===== config.mk =====
export PLATFORM = sky130hd
export DESIGN_NAME = line_splitter
export DESIGN_NICKNAME = d
export VERILOG_FILES = /design/src/rtl/line_splitter.sv
export SDC_FILE = /design/constraint.sdc
export NUM_CORES = 1
export LEC_CHECK = 0
export ABC_AREA = 1
export CORE_ASPECT_RATIO = 0.7
export CORE_UTILIZATION = 25
export DETAILED_ROUTE_END_ITERATION = 8
export PLACE_DENSITY = 0.55
export SETUP_SLACK_MARGIN = 0.2
export SLEW_MARGIN = 10
export SYNTH_ARGS = -nofsm -noshare
export SYNTH_HDL_FRONTEND = slang
export SYNTH_SLANG_ARGS = --single-unit

===== constraint.sdc =====
create_clock -name clk -period 4.9 [get_ports clk]
set_input_delay 1.225 -clock clk [delete_from_list [all_inputs] [get_ports clk]]
set_output_delay 1.225 -clock clk [all_outputs]
set_load 0.02 [all_outputs]

===== src/rtl/line_splitter.sv =====
// Steers framed parser lines into the row or column FIFO, counts the words
// written to each, and flags framing and overflow errors.
module line_splitter #(
  parameter int MAX_ROWS        = 11,
  parameter int MAX_COLS        = 11,
  parameter int MAX_NUM_OPTIONS = 84,
  parameter int CNT_W           = $clog2(MAX_NUM_OPTIONS*MAX_ROWS+MAX_ROWS)+1
) (
  input  logic             clk,
  input  logic             rst_n,
  input  logic             clear,
  input  logic             valid_in,
  input  logic [15:0]      line_in,
  input  logic [3:0]       m,
  input  logic [3:0]       n,
  output logic             row_wr_en,
  output logic [15:0]      row_din,
  input  logic             row_full,
  output logic             col_wr_en,
  output logic [15:0]      col_din,
  input  logic             col_full,
  output logic [CNT_W-1:0] row_entries,
  output logic [CNT_W-1:0] col_entries,
  output logic             routed,
  output logic             busy,
  output logic             error
);

  localparam int LINES = MAX_ROWS + MAX_COLS;
  localparam logic [CNT_W-1:0] CNT_MAX = '1;
  localparam logic [6:0] K_MAX = 7'(MAX_NUM_OPTIONS);

  typedef enum logic [1:0] {HEADER, OPTS, DROP, DONE} state_t;

  state_t           state_reg, state_next;
  logic [LINES-1:0] seen_reg, seen_next;
  logic [6:0]       remaining_reg, remaining_next;
  logic             dir_row_reg, dir_row_next;
  logic             row_wr_en_reg, row_wr_en_next;
  logic [15:0]      row_din_reg, row_din_next;
  logic             col_wr_en_reg, col_wr_en_next;
  logic [15:0]      col_din_reg, col_din_next;
  logic [CNT_W-1:0] row_cnt_reg, row_cnt_next;
  logic [CNT_W-1:0] col_cnt_reg, col_cnt_next;
  logic             routed_reg, routed_next;
  logic             error_reg, error_next;

  // Decoded fields of the incoming word
  logic             is_header;
  logic [6:0]       hdr_k;
  logic [4:0]       hdr_idx;
  logic [4:0]       total_lines;
  logic [31:0]      seen_wide;
  logic [LINES-1:0] line_mask;
  logic [LINES-1:0] hdr_onehot;
  logic             all_seen;
  logic             hdr_bad;
  logic             hdr_is_row;

  // Write request from the FSM, resolved against the FIFO full flags below
  logic             wr_req;
  logic             wr_to_row;

  assign is_header   = line_in[15];
  assign hdr_k       = line_in[14:8];
  assign hdr_idx     = line_in[4:0];
  assign total_lines = {1'b0, m} + {1'b0, n};
  assign seen_wide   = 32'(seen_reg);
  assign hdr_is_row  = hdr_idx < {1'b0, m};

  genvar gi;
  generate
    for (gi = 0; gi < LINES; gi++) begin : g_line
      localparam logic [4:0] IDX = 5'(gi);
      assign line_mask[gi]  = IDX < total_lines;
      assign hdr_onehot[gi] = hdr_idx == IDX;
    end
  endgenerate

  assign all_seen = (seen_reg & line_mask) == line_mask;

  assign hdr_bad = (hdr_idx >= total_lines) ||
                   (32'(hdr_idx) >= 32'(LINES)) ||
                   seen_wide[hdr_idx] ||
                   (hdr_k == 7'd0) ||
                   (hdr_k > K_MAX);

  function automatic logic [CNT_W-1:0] sat_inc(input logic [CNT_W-1:0] v);
    return (v == CNT_MAX) ? v : v + 1'b1;
  endfunction

  always_ff @(posedge clk) begin
    if (!rst_n) begin
      state_reg     <= HEADER;
      seen_reg      <= '0;
      remaining_reg <= '0;
      dir_row_reg   <= 1'b0;
      row_wr_en_reg <= 1'b0;
      row_din_reg   <= '0;
      col_wr_en_reg <= 1'b0;
      col_din_reg   <= '0;
      row_cnt_reg   <= '0;
      col_cnt_reg   <= '0;
      routed_reg    <= 1'b0;
      error_reg     <= 1'b0;
    end else begin
      state_reg     <= state_next;
      seen_reg      <= seen_next;
      remaining_reg <= remaining_next;
      dir_row_reg   <= dir_row_next;
      row_wr_en_reg <= row_wr_en_next;
      row_din_reg   <= row_din_next;
      col_wr_en_reg <= col_wr_en_next;
      col_din_reg   <= col_din_next;
      row_cnt_reg   <= row_cnt_next;
      col_cnt_reg   <= col_cnt_next;
      routed_reg    <= routed_next;
      error_reg     <= error_next;
    end
  end

  always_comb begin
    state_next     = state_reg;
    seen_next      = seen_reg;
    remaining_next = remaining_reg;
    dir_row_next   = dir_row_reg;
    row_wr_en_next = 1'b0;
    row_din_next   = row_din_reg;
    col_wr_en_next = 1'b0;
    col_din_next   = col_din_reg;
    row_cnt_next   = row_cnt_reg;
    col_cnt_next   = col_cnt_reg;
    routed_next    = 1'b0;
    error_next     = error_reg;
    wr_req         = 1'b0;
    wr_to_row      = dir_row_reg;

    if (clear) begin
      state_next     = HEADER;
      seen_next      = '0;
      remaining_next = '0;
      row_cnt_next   = '0;
      col_cnt_next   = '0;
      error_next     = 1'b0;
    end else begin
      case (state_reg)
        HEADER: begin
          if (all_seen) begin
            state_next  = DONE;
            routed_next = 1'b1;
            if (valid_in) error_next = 1'b1;
          end else if (valid_in) begin
            if (!is_header) begin
              error_next = 1'b1;
            end else if (hdr_bad) begin
              // Swallow the bad group's options so framing stays aligned
              error_next     = 1'b1;
              remaining_next = hdr_k;
              if (hdr_k != 7'd0) state_next = DROP;
            end else begin
              dir_row_next   = hdr_is_row;
              wr_to_row      = hdr_is_row;
              wr_req         = 1'b1;
              seen_next      = seen_reg | hdr_onehot;
              remaining_next = hdr_k;
              state_next     = OPTS;
            end
          end
        end
        OPTS, DROP: begin
          if (valid_in) begin
            if (is_header) begin
              error_next = 1'b1;
            end else begin
              remaining_next = remaining_reg - 7'd1;
              wr_req         = (state_reg == OPTS);
              if (remaining_reg == 7'd1) state_next = HEADER;
            end
          end
        end
        DONE: begin
          if (valid_in) error_next = 1'b1;
        end
        default: state_next = HEADER;
      endcase

      // A full target FIFO loses the word but the group still advances
      if (wr_req) begin
        if (wr_to_row) begin
          if (row_full) begin
            error_next = 1'b1;
          end else begin
            row_wr_en_next = 1'b1;
            row_din_next   = line_in;
            row_cnt_next   = sat_inc(row_cnt_reg);
          end
        end else begin
          if (col_full) begin
            error_next = 1'b1;
          end else begin
            col_wr_en_next = 1'b1;
            col_din_next   = line_in;
            col_cnt_next   = sat_inc(col_cnt_reg);
          end
        end
      end
    end
  end

  assign row_wr_en   = row_wr_en_reg;
  assign row_din     = row_din_reg;
  assign col_wr_en   = col_wr_en_reg;
  assign col_din     = col_din_reg;
  assign row_entries = row_cnt_reg;
  assign col_entries = col_cnt_reg;
  assign routed      = routed_reg;
  assign busy        = (state_reg != DONE);
  assign error       = error_reg;

endmodule


==> flow_metrics.py <==
metrics = {
    "timing": {
        "post-route-min-period_ns": 4.34,
        "worst_slack_ns": 0.563,
        "hold_viol": 0,
        "rsz0062_at_grt": "no",
        "finalSetupTns_ns": 0,
        "skew_ns": 0.0104,
        "setup_viol": 0,
        "fmax_ghz": 0.231,
        "maxSlewViolCount": 0,
        "period_share_pct": 88.5,
        "max_slew_margin_pct": 19.9,
        "worst_slew_pin_slew_ns": 1.20,
    },
    "clocking": {
        "clk_pin_slew_ns": 0.07,
        "cts_buffer_depth": 2,
        "numCtsBuffers": 9,
        "cts_setup_buffers": 0,
        "cts_hold_buf": 0,
        "postCtsResizedCells": 0,
        "htreeDepth": 3,
        "clock_tree.root_cell": "clkbuf_16",
        "tritoncts": "done",
        "worstSkewPairLatency_ns": 0.35,
        "clock-sinks": 90,
    },
    "drt": {
        "viasPerCell": 4.69,
        "ant_nets": 0,
        "first_pass_iters": 5,
        "routed_wl_mm": 16.0,
        "drtIter0Drc": 435,
        "drcViolationCount": 0,
        "avgRoutedWirePerCell_um": 14.3,
        "vias": 5245,
    },
    "placed_design": {
        "hpwlAfterDp_mm": 11.6,
        "post-place-ws_ns": 0.193,
        "gp_congestion": 0.866,
        "dpl.cell_count": 1103,
        "port-buffer-count": 88,
    },
    "grt": {
        "grt_pass1_vias": 4764,
        "grt_usage_pct": 15.2,
        "grt_pass1_wl_mm": 25.6,
        "antenna_found_initial": 0,
        "grt_start_max_net_pins": 46,
        "grt_overflow": 0,
    },
    "job": {
        "cap_viol_max_count": 0,
    },
    "logic_synthesis": {
        "async_flop_share_pct": 0,
        "synth_flop_cell": "dfxtp_1",
        "ys_seq_elements": 90,
        "yosys.cell_types.count": 39,
        "avgSynthCellArea_um2": 6.77,
        "synth-seq-area-share_pct": 34.8,
        "ys_warn_count": 0,
        "synthCells": 764,
        "netlist_top_cells_area": "dfxtp_1, nand2_1, nand4_1",
        "synth.net_count": 813,
        "yosys.area.top_type": "dfxtp_1",
        "synth_enable_flop_cells": 0,
        "synth_area_um2": 5170,
        "yosysTopAreaCellShare_pct": 34.8,
    },
    "cells_and_area": {
        "nFillCells": 2190,
        "insertedDiodeCount": 0,
        "multiInputGateArea_um2": 2830,
        "area_growth_pct": 28.2,
        "regArea_um2": 1800,
        "nets": 893,
        "largest_reg_flops": 22,
        "stdcell_count": 1119,
        "drive_above_1_share_pct": 6.12,
    },
    "critical_path": {
        "crit_fanout": 14,
        "path_buf_inv": 4,
        "required_ns": 5.17,
        "r2r_slack_ns": 2.51,
        "r2r_start": "seen_reg[14]$_SDFFE_PP0P_",
        "ff2ff_path_depth": 16,
        "worst_path_max_delay_cell": "fa_1",
        "end_kind": "flop",
        "path_class": "in -> reg",
        "crit_family": "adder cells",
        "path_cells": "clkdlybuf4s50_1 > ha_1 > fa_1 > inv_1 > ha_1 > o21ai_0 > nand3b_1 > a31oi_1 > o21ai_0 > nor2_2 > nand3_4 > a21oi_4 > buf_4 > buf_4 > nand4_1 > a21oi_1",
        "rr_endpoint": "col_entries[9]$_SDFFE_PP0P_",
        "max_stage_delay_ns": 0.60,
        "worstPathArrival_ns": 4.61,
        "start_kind": "primary input",
    },
    "die": {
        "die_w_um": 174,
        "num_io_pins": 89,
        "fp.coreArea_um2": 20000,
        "start_util_pct": 25.8,
        "fp.dieH_um": 122,
        "die_area_um2": 21300,
        "num_rows": 43,
    },
    "min_path": {
        "min_path_type": "reg -> reg",
        "min_to": "row_din[5]$_SDFFE_PN0P_",
        "min-delay-start": "row_din[5]$_SDFFE_PN0P_",
        "hold_depth": 2,
    },
    "power_and_ir_drop": {
        "p_leak_nw": 2.63,
        "ir_worst_vdd_v": 0.000131,
        "p_per_area_nw_per_um2": 274,
    },
    "run_status": {
        "outcome": "finished clean",
    },
}
-- per-stage QoR --
stage                     util [%]  power, W  hold WS, ns  cell area [um^2]
after floorplan                  -  0.000998        0.450              5170
after global placement        31.6   0.00110        0.450              6320
after detailed placement      31.6   0.00110        0.459              6320
after CTS                     33.1   0.00184        0.477              6630
final                         33.1   0.00182        0.470              6630
after global routing          33.1   0.00191        0.485              6630
-- cells by family (layout without fill, tap and decap cells) --
kind of cell / count (synthesis) / after routing / share of synthesized area (%)
AND/OR/NAND/NOR: 398 / 398 / 35.6
buffers and inverters: 130 / 215 / 10.4
AO/OA/AOI/OAI: 109 / 109 / 11.4
flip-flops: 90 / 90 / 34.8
adder cells (fa/ha/maj): 19 / 19 / 4.74
XOR/XNOR: 18 / 18 / 3.05
-- metal layers --
| layer | track usage [%] | share of wire [%] |
|---|---|---|
| met5 | 0 | 0 |
| met2 | 20.5 | 38 |
| met4 | 4.06 | 0.71 |
| met1 | 23.5 | 55 |
| met3 | 3.31 | 6.4 |
-- synthesized netlist by cell type, drive strengths merged, types with 4 or more instances --
cell / n
a21oi: 60
buf: 18
clkbuf: 15
dfxtp: 90
ha: 18
inv: 96
nand2: 145
nand3: 41
nand4: 74
nor2: 121
nor3: 12
o21ai: 32
o22ai: 10
xnor2: 4
xor2: 14
-- cell type report --
type	count	area share, %
Clock buffer	9	3.40
Clock inverter	7	1.25
Inverter	97	5.49
Multi-Input combinational cell	544	42.7
Sequential cell	90	27.2
Tap cell	270	5.10
Timing Repair Buffer	102	14.9
-- cell usage in the layout, fill, tap and decap left out, types with 2 or more instances in the layout --
master           count
xor2_1              14
a21oi_1             58
o21ai_0             30
nor3_1              12
a31oi_1              2
nand4_1             74
nand3_4              2
nand2_2              4
buf_4               14
clkdlybuf4s50_1     88
o21a_1               2
o22ai_1             10
nor4_1               2
o21ai_1              2
nand2_1            140
clkbuf_16            9
inv_2                6
inv_1               90
nand3_1             38
nor2_1             115
ha_1                18
inv_6                2
clkinvlp_4           2
nor2_4               3
xnor2_1              4
dfxtp_1             90
nor2_2               3
-- power breakdown --
group	leakage [nW]	switching (W)	total (W)	internal, W
clock network	0.145	0.000326	0.000730	0.000404
registers	0.726	0.0000107	0.000754	0.000744
logic	1.76	0.000222	0.000335	0.000112
-- worst max-delay path by stage --
stage | startpoint | slack (ns) | cells after the start | end
global placement | m[0] | 0.30 | 16 | col_entries[4]$_SDFFE_PP0P_
CTS | m[0] | 0.55 | 16 | row_entries[3]$_SDFFE_PP0P_
floorplan | m[0] | 1.07 | 15 | row_entries[8]$_SDFFE_PP0P_
global route | m[0] | 0.22 | 16 | row_entries[8]$_SDFFE_PP0P_
detailed placement | m[0] | 0.19 | 16 | row_entries[3]$_SDFFE_PP0P_
finish | m[0] | 0.56 | 16 | row_entries[3]$_SDFFE_PP0P_
-- worst reg2reg max path: stages, from the launching register on --
cell,delay (ns)
dfxtp_1,0.33
inv_1,0.08
a21oi_1,0.21
o21ai_1,0.08
nor2_1,0.10
nor2_1,0.05
nor2_1,0.11
nand2_1,0.07
nor2_2,0.19
nand2_4,0.10
nand3_4,0.10
nand2_1,0.06
nand2_1,0.14
buf_4,0.22
nand3_2,0.22
nand2_1,0.13
a21oi_1,0.06
Note: power is estimated with default switching activity, not from simulation.
